## src/rtl/operand_collector_pkg.sv

```systemverilog
// Shared issue-stage types: register/immediate descriptors and the operand
// collector entry layout.
package operand_collector_pkg;

    localparam int DATA_WIDTH = 32;
    localparam int ROB_DEPTH  = 16;
    localparam int ROB_W      = $clog2(ROB_DEPTH);
    localparam int ADDR_WIDTH = 32;
    localparam int SRC_N      = 3;
    localparam int REG_W      = 5;
    localparam int IMM_W      = 20;

    typedef enum logic [2:0] {
        RT_NONE, RT_GPR, RT_FPR, RT_IMM, RT_PC, RT_ROB
    } regtype_t;

    typedef enum logic [1:0] {
        IMM_SIZE5, IMM_SIZE5_12, IMM_SIZE12, IMM_SIZE20
    } imm_size_t;

    typedef enum logic [1:0] {
        SHIFT_NONE, SHIFT_1, SHIFT_12
    } imm_shift_t;

    // For RT_ROB the low ROB_W bits of addr carry the ROB tag.
    typedef struct packed {
        regtype_t          regtype;
        logic [REG_W-1:0]  addr;
    } RegFile_t;

    typedef struct packed {
        logic [IMM_W-1:0]  data;
        imm_size_t         size;
        imm_shift_t        shift;
        logic              sign;
    } ImmData_t;

    typedef struct packed {
        logic                                 valid;
        logic [SRC_N-1:0]                     ready;
        logic [SRC_N-1:0][ROB_W-1:0]          tag;
        logic [SRC_N-1:0][DATA_WIDTH-1:0]     data;
    } OpEntry_t;

endpackage

```

## src/rtl/operand_collector_imm_gen.sv

```systemverilog
// Combinational immediate extension and shift.
module imm_gen
    import operand_collector_pkg::*;
#(
    parameter int DATA = DATA_WIDTH
) (
    input  ImmData_t          imm,
    output logic [DATA-1:0]   value
);

    logic [DATA-1:0] ext;

    always_comb begin
        ext   = '0;
        value = '0;
        unique case (imm.size)
            IMM_SIZE5: begin
                ext   = imm.sign ? {{(DATA-5){imm.data[4]}}, imm.data[4:0]} : DATA'(imm.data[4:0]);
                value = ext;
            end
            IMM_SIZE5_12: begin
                ext   = DATA'(imm.data);
                value = ext;
            end
            IMM_SIZE12: begin
                ext   = imm.sign ? {{(DATA-12){imm.data[11]}}, imm.data[11:0]} : DATA'(imm.data[11:0]);
                value = (imm.shift == SHIFT_1) ? (ext << 1) : ext;
            end
            IMM_SIZE20: begin
                ext   = imm.sign ? {{(DATA-20){imm.data[19]}}, imm.data[19:0]} : DATA'(imm.data[19:0]);
                value = (imm.shift == SHIFT_12) ? (ext << 12) :
                        (imm.shift == SHIFT_1)  ? (ext << 1)  : ext;
            end
            default: ;
        endcase
    end

endmodule

```

## src/rtl/operand_collector.sv

```systemverilog
// In-order operand collection buffer: captures operands at issue, snoops
// result buses for pending ROB tags, releases the head once complete.
module operand_collector
    import operand_collector_pkg::*;
#(
    parameter int DEPTH    = 4,
    parameter int WB_PORTS = 2
) (
    input  logic                                 clk,
    input  logic                                 reset,
    input  logic                                 flush,
    input  logic                                 issue_e_,
    input  RegFile_t [SRC_N-1:0]                 issue_rs,
    input  ImmData_t                             issue_imm,
    input  logic [ADDR_WIDTH-1:0]                issue_pc,
    output logic                                 issue_busy,
    output logic [SRC_N-1:0][REG_W-1:0]          gpr_addr,
    output logic [SRC_N-1:0][REG_W-1:0]          fpr_addr,
    input  logic [SRC_N-1:0][DATA_WIDTH-1:0]     gpr_data,
    input  logic [SRC_N-1:0][DATA_WIDTH-1:0]     fpr_data,
    input  logic [WB_PORTS-1:0]                  wb_e_,
    input  logic [WB_PORTS-1:0][ROB_W-1:0]       wb_rob_id,
    input  logic [WB_PORTS-1:0][DATA_WIDTH-1:0]  wb_data,
    output logic                                 out_e_,
    output logic [SRC_N-1:0][DATA_WIDTH-1:0]     out_data,
    input  logic                                 out_busy
);

    localparam int PTR_W = $clog2(DEPTH);

    OpEntry_t             entries_q [DEPTH];
    OpEntry_t             entries_d [DEPTH];
    logic [PTR_W:0]       head_q, head_d, tail_q, tail_d;
    logic [PTR_W-1:0]     head_idx, tail_idx;
    logic [DATA_WIDTH-1:0] imm_val;
    OpEntry_t             new_ent;
    logic                 head_rdy, push, pop;

    imm_gen #(.DATA(DATA_WIDTH)) u_imm_gen (.imm(issue_imm), .value(imm_val));

    assign head_idx   = head_q[PTR_W-1:0];
    assign tail_idx   = tail_q[PTR_W-1:0];
    // Same index with differing wrap bits means the ring is full.
    assign issue_busy = (head_q[PTR_W] != tail_q[PTR_W]) && (head_idx == tail_idx);
    assign head_rdy   = entries_q[head_idx].valid && (&entries_q[head_idx].ready);
    assign out_e_     = !head_rdy;
    assign out_data   = entries_q[head_idx].valid ? entries_q[head_idx].data : '0;
    assign push       = !issue_e_ && !issue_busy && !flush;
    assign pop        = head_rdy && !out_busy && !flush;

    always_comb begin
        for (int s = 0; s < SRC_N; s++) begin
            gpr_addr[s] = (issue_rs[s].regtype == RT_GPR) ? issue_rs[s].addr : '0;
            fpr_addr[s] = (issue_rs[s].regtype == RT_FPR) ? issue_rs[s].addr : '0;
        end
    end

    // Descending port scan so the lowest matching port is the final writer.
    always_comb begin
        new_ent       = '0;
        new_ent.valid = 1'b1;
        for (int s = 0; s < SRC_N; s++) begin
            new_ent.ready[s] = 1'b1;
            case (issue_rs[s].regtype)
                RT_GPR: new_ent.data[s] = gpr_data[s];
                RT_FPR: new_ent.data[s] = fpr_data[s];
                RT_IMM: new_ent.data[s] = imm_val;
                RT_PC:  new_ent.data[s] = DATA_WIDTH'(issue_pc);
                RT_ROB: begin
                    new_ent.tag[s]   = issue_rs[s].addr[ROB_W-1:0];
                    new_ent.ready[s] = 1'b0;
                    for (int p = WB_PORTS-1; p >= 0; p--) begin
                        if (!wb_e_[p] && wb_rob_id[p] == issue_rs[s].addr[ROB_W-1:0]) begin
                            new_ent.ready[s] = 1'b1;
                            new_ent.data[s]  = wb_data[p];
                        end
                    end
                end
                default: ;
            endcase
        end
    end

    always_comb begin
        entries_d = entries_q;
        head_d    = head_q;
        tail_d    = tail_q;
        for (int e = 0; e < DEPTH; e++) begin
            for (int s = 0; s < SRC_N; s++) begin
                if (entries_q[e].valid && !entries_q[e].ready[s]) begin
                    for (int p = WB_PORTS-1; p >= 0; p--) begin
                        if (!wb_e_[p] && wb_rob_id[p] == entries_q[e].tag[s]) begin
                            entries_d[e].ready[s] = 1'b1;
                            entries_d[e].data[s]  = wb_data[p];
                        end
                    end
                end
            end
        end
        if (pop) begin
            entries_d[head_idx].valid = 1'b0;
            head_d = head_q + (PTR_W+1)'(1);
        end
        if (push) begin
            entries_d[tail_idx] = new_ent;
            tail_d = tail_q + (PTR_W+1)'(1);
        end
        if (flush) begin
            for (int e = 0; e < DEPTH; e++) entries_d[e].valid = 1'b0;
            head_d = '0;
            tail_d = '0;
        end
    end

    always_ff @(posedge clk) begin
        if (reset) begin
            for (int e = 0; e < DEPTH; e++) entries_q[e] <= '0;
            head_q <= '0;
            tail_q <= '0;
        end else begin
            entries_q <= entries_d;
            head_q    <= head_d;
            tail_q    <= tail_d;
        end
    end

endmodule
```

## config.mk

```make
export PLATFORM = sky130hd
export DESIGN_NAME = operand_collector
export DESIGN_NICKNAME = d
export VERILOG_FILES = /design/src/rtl/operand_collector_pkg.sv /design/src/rtl/operand_collector_imm_gen.sv /design/src/rtl/operand_collector.sv
export SDC_FILE = /design/constraint.sdc
export NUM_CORES = 2
export LEC_CHECK = 0
export ABC_CLOCK_PERIOD_IN_PS = 6500
export CAP_MARGIN = 30
export CELL_PAD_IN_SITES_DETAIL_PLACEMENT = 1
export CELL_PAD_IN_SITES_GLOBAL_PLACEMENT = 2
export CORE_UTILIZATION = 35
export CTS_CLUSTER_DIAMETER = 30
export DETAILED_ROUTE_END_ITERATION = 10
export HOLD_SLACK_MARGIN = 0.12
export PLACE_DENSITY_LB_ADDON = 0.1
export REMOVE_ABC_BUFFERS = 1
export SETUP_SLACK_MARGIN = 0.05
export SYNTH_ARGS = -nofsm -noshare
export SYNTH_HDL_FRONTEND = slang
export SYNTH_SLANG_ARGS = --single-unit
```

## constraint.sdc

```tcl
create_clock -name clk -period 6.5 [get_ports clk]
set_input_delay 1.3 -clock clk [delete_from_list [all_inputs] [get_ports clk]]
set_output_delay 1.3 -clock clk [all_outputs]
set_load 0.02 [all_outputs]
```

* After elaboration in Yosys (flattened, before gate mapping)
Cells that the tools add are included.
** Cells by class
- $add $sub $neg :: 2
- Magnitude comparators :: 4
- Equal/unequal tests :: 52
- Muxes and demuxes :: 118
- Bitwise logic cells :: 2
- Reductions and logical operators :: 72
** Operators by type and width (number)
- two-way mux 32 bit :: 48
- bitwise mux 448 bit :: 2
- two-way mux 448 bit :: 2
- case mux 32 bit (5 select lines) :: 3
- demux 112 bit (select 2 bit) :: 2
- two-way mux 112 bit :: 4
- binary-select mux 112 bit (select 2 bit) :: 1
- case mux 32 bit (4 select lines) :: 1
- equality test 4 bit :: 30
- two-way mux 96 bit :: 1
- logical AND 1 bit :: 50
- two-way mux 1 bit :: 45
- two-way mux 5 bit :: 6
- logical NOT 1 bit :: 19
- equality test 3 x 2 -> 1 bit (second input constant) :: 6
- equality test 3 bit (second input constant) :: 6
- two-way mux 4 bit :: 3
- equality test 3 x 1 -> 1 bit (second input constant) :: 3
- adder 3 x 1 -> 3 bit (second input constant) :: 2
- equality test 2 bit (second input constant) :: 3
- >= comparator 3 bit (second input constant) :: 2
- less-than comparator 3 x 1 -> 1 bit (second input constant) :: 2
- NOT 2 -> 3 bit :: 2
- equality test 2 x 1 -> 1 bit (second input constant) :: 2
- other kinds (5) :: 5
** Storage, ports and cells
- Bits in registers :: 454
- Input bits :: 352
- Output and inout port bits :: 128
- Logic and storage cells :: 284

* Depth between registers and ports, before layout
- Depth in word-level cells :: 11
- Gate-level depth with buffers :: 11
- Gate-level depth less buffers :: 7

* Modules after synthesis
Synthesis repeated with hierarchy kept, for this count alone.
** Unflattened totals
- Cell total of the unflattened synthesis :: 4061
- Area, all modules :: 33293.2 µm²
** By module, submodules not included
- operand_collector :: instances 1, cells an instance 3943, area an instance 32583.8 µm², sequential area each 9088.7 µm²
- imm_gen :: instances 1, cells an instance 118, area an instance 709.4 µm², sequential area each 0.0 µm²

* Worst setup path before layout
Ideal clock, no wire load.
- Path type :: input to output
- Start point :: input port issue_rs[22] (netlist bit)
- End point :: output port fpr_addr[10] (netlist bit)
- Arrival :: 2.351 ns
- Data required time :: 5.200 ns
- Setup slack :: 2.849 ns
- Cell stages on the path :: 5
- Buffers on the path :: 2
- Cell sequence :: nor2b_1 -> clkbuf_1 -> clkbuf_1 -> nor2b_1 -> and2_1
** RTL lines
- from (decl) :: line operand_collector.sv:13 : input RegFile_t [SRC_N-1:0] issue_rs,
- to (decl) :: line operand_collector.sv:18 : output logic [SRC_N-1:0][REG_W-1:0] fpr_addr,

==> results.py <==
metrics = {
    "critical_path": {
        "reg2regPathDepth": 7,
        "cp-end-kind": "primary output",
        "worstPathMaxFanout": 26,
        "worst_ep_required_time_ns": 5.20,
        "rrSetupSlack_ns": 2.24,
        "worstReg2RegEnd": "entries_q[268]$_SDFF_PP0_",
        "worstReg2RegStart": "head_q[1]$_SDFFE_PP0N_",
        "worst-setup-path-type": "flop to primary output",
        "startpoint_type": "flop",
        "arrival_ns": 4.20,
    },
    "place": {
        "io_buffer_count": 479,
        "hpwlAfterDp_mm": 131,
        "pre_cts_slack_ns": 1.41,
        "post_dp_cell_area_mm2": 0.0383,
        "gp_congestion": 0.939,
    },
    "drt": {
        "firstDrtPassIters": 6,
        "wl_met3_mm": 25.1,
        "vias": 38751,
        "viasPerCell": 6.85,
        "dr_wl_met2_mm": 87.3,
        "drc": 0,
        "top_layer": "met5",
        "detail_route.wirelength.met1_mm": 80.3,
        "wl_per_cell_um": 36.6,
        "ant_nets": 0,
        "routed_wl_mm": 207,
        "drtIter0Drc": 4894,
    },
    "clock_network": {
        "clk_latency_ns": 0.75,
        "cts_root_buf": "clkbuf_16",
        "cts_tree": "built",
        "ctsResizeCount": 0,
        "clock-sinks": 454,
        "ctsHtreeMaxLevel": 4,
        "ctsLongestPathBuffers": 3,
        "cts_post_setup_buffers_inserted": 0,
        "hold_buffers": 0,
        "cts_buffers": 146,
        "cts.clk_slew.worst_paths_ns": 0.04,
    },
    "sta": {
        "skew_ns": 0.0291,
        "setup-violations-final": 0,
        "max_freq_mhz": 182,
        "slew_headroom": 0.223,
        "grt_setup_unrepaired": "false",
        "finalHoldViolations": 0,
        "timing.final.crit_share": 0.846,
        "period_needed_ns": 5.50,
        "timing.hold.ws_ns": 0.462,
        "slew_viol_final": 0,
        "fin_ws_ns": 1.00,
        "worst_pin_slew_ns": 1.16,
    },
    "hold_path": {
        "holdPathEnd": "entries_q[31]$_SDFF_PP0_",
        "hold_depth": 1,
        "hp-start": "entries_q[31]$_SDFF_PP0_",
        "hold_path.class": "flop to flop",
    },
    "job": {
        "cap_violations": 0,
    },
    "logic_synthesis": {
        "synth_edf_count": 0,
        "ys_seq_elements": 454,
        "ys.warnings.count": 0,
        "synth_ff_type": "dfxtp_1",
        "netlist_instances": 4003,
        "syn_area_mm2": 0.0325,
        "syn_area_per_cell_um2": 8.11,
        "ys_seq_area_frac": 0.280,
        "synth.distinct_cells": 85,
        "async_flop_share": 0,
    },
    "floorplan": {
        "core_region_area_mm2": 0.0918,
        "die-width_um": 307,
        "start_util": 0.354,
        "die-area_mm2": 0.0940,
        "io_pins": 480,
        "fp-row-count": 111,
        "die-height_um": 307,
    },
    "grt": {
        "grt_usage": 0.428,
        "grt_max_degree": 107,
        "grt_pass1_vias": 38967,
        "grt-ovfl-total": 0,
        "grt_pass1_wl_mm": 290,
        "antenna_found_initial": 16,
    },
    "pwr": {
        "leakage_uw": 0.0150,
        "power_density_mw_per_mm2": 266,
        "power_uw": 11600,
        "irDropWorstVdd_mv": 0.240,
    },
    "finish": {
        "syn_to_final_growth_pct": 33.8,
        "nNetsFinal": 4657,
        "drive_gt1_frac": 0.179,
        "stdcell_area_mm2": 0.0434,
    },
    "status": {
        "outcome": "completed",
    },
}
==> per-layer routing <==
layer	global-route usage	up-vias
met3	0.132	809
met2	0.634	2766
met5	0	-
li1	-	15791
met1	0.540	19377
met4	0.263	8
==> area by class of cell <==
class | instances | area [um2]
inverter | 31 | 116
fill | 10645 | 48400
clock buffer | 207 | 4280
timing repair buffer | 631 | 6150
multi-input combinational | 3033 | 21500
clock inverter | 51 | 718
antenna | 5 | 12.5
sequential | 454 | 9100
tap | 1243 | 1560
==> worst max-delay path: stages, from the launching register on <==
cell and delay (ns):
dfxtp_4 0.70, buf_4 0.56, buf_4 0.58, mux4_2 0.34, nor2b_1 0.49, clkdlybuf4s50_1 0.73
==> report_power, final <==
part           total (uW)  internal [uW]  switching (uW)
clock                7220           5070            2150
combinational        1470            545             929
sequential           2860           2840            24.1
==> flip-flops by register name, indices dropped and copies added, names as in the netlist <==
signal / count
head_q: 3
tail_q: 3
entries_q: 448
==> cells in the mapped netlist (10+ instances only) <==
cell type  instances  area share
nand3b_1          16      0.0037
inv_1             30      0.0035
buf_2             72       0.011
a221oi_1          41       0.011
clkbuf_1         360       0.042
o221a_2           19      0.0066
xnor2_1           36      0.0097
o31ai_1           19      0.0044
o21ai_0          368       0.057
or3_1             38      0.0073
a21oi_1          183       0.028
a311oi_1          19      0.0051
a211oi_1         123       0.028
nand2_1          131       0.015
o32ai_1           31      0.0084
xor2_1            79       0.021
nor2b_1          123       0.024
nor2_1           454       0.052
nand2b_1          20      0.0039
or2_2             35      0.0067
a221oi_2          27       0.012
a22oi_1           95       0.022
nand3_1          144       0.022
a221o_1           44       0.014
nor3_1            51      0.0079
and2_1            33      0.0064
buf_1             35      0.0040
o211ai_1          22      0.0051
mux2_2           158       0.055
a21o_1            35      0.0081
mux2i_1           42       0.013
a2bb2oi_1         26      0.0070
and3_1            80       0.015
mux4_2            96       0.067
o21a_1            35      0.0081
o2111ai_1         10      0.0027
dfxtp_1          454        0.28
o22ai_1          190       0.037
o2bb2ai_1         34      0.0092
o221ai_1          28      0.0076
a2111oi_0         28      0.0076
and3b_1           10      0.0027
==> cells in the final DEF (no fill, tap or decap), types with 22 or more instances in the layout <==
master and instances:
clkdlybuf4s50_1 473, dfxtp_1 452, nor2_1 446, o21ai_0 367
o22ai_1 190, a21oi_1 182, mux2_2 158, clkbuf_16 151
nand3_1 143, buf_4 134, a211oi_1 123, nand2_1 121
nor2b_1 115, mux4_2 96, a22oi_1 95, and3_1 80
xor2_1 79, nor3_1 51, a221o_1 44, mux2i_1 42
a221oi_1 41, or3_1 38, xnor2_1 36, o21a_1 35
a21o_1 35, or2_2 35, o2bb2ai_1 34, o32ai_1 31
inv_1 30, and2_1 30, clkbuf_8 29, o221ai_1 28
a2111oi_0 28, a221oi_2 27, clkbuf_1 27, a2bb2oi_1 26
clkinv_2 23, o211ai_1 22
==> stage by stage <==
stage                util  cells  setup TNS (ns)
floorplan               -   3518         -605.24
global placement    0.416   5378               0
detailed placement  0.418   5388               0
CTS                 0.472   5646               0
global route        0.473   5652               0
finish              0.473   5655               0
==> kinds of logic after synthesis <==
logic type	share of synthesized area
flip-flops	0.280
XOR/XNOR	0.0319
AND/OR/NAND/NOR	0.177
buffers and inverters	0.0652
multiplexers	0.134
AO/OA/AOI/OAI	0.309
adder cells (fa/ha/maj)	0.00308
==> worst max path at each step <==
stage,cells past startpoint,slack (ns),startpoint,endpoint
floorplan,3,-3.41,head_q[0]$_SDFFE_PP0N_,out_data[0]
global placement,7,1.29,issue_imm[2],entries_q[280]$_SDFF_PP0_
detailed placement,7,1.41,wb_rob_id[5],entries_q[26]$_SDFF_PP0_
CTS,5,1.06,head_q[0]$_SDFFE_PP0N_,out_data[0]
global route,5,0.91,head_q[0]$_SDFFE_PP0N_,out_data[20]
finish,5,1.00,head_q[0]$_SDFFE_PP0N_,out_data[0]
Power figures use the tool's default switching activity.
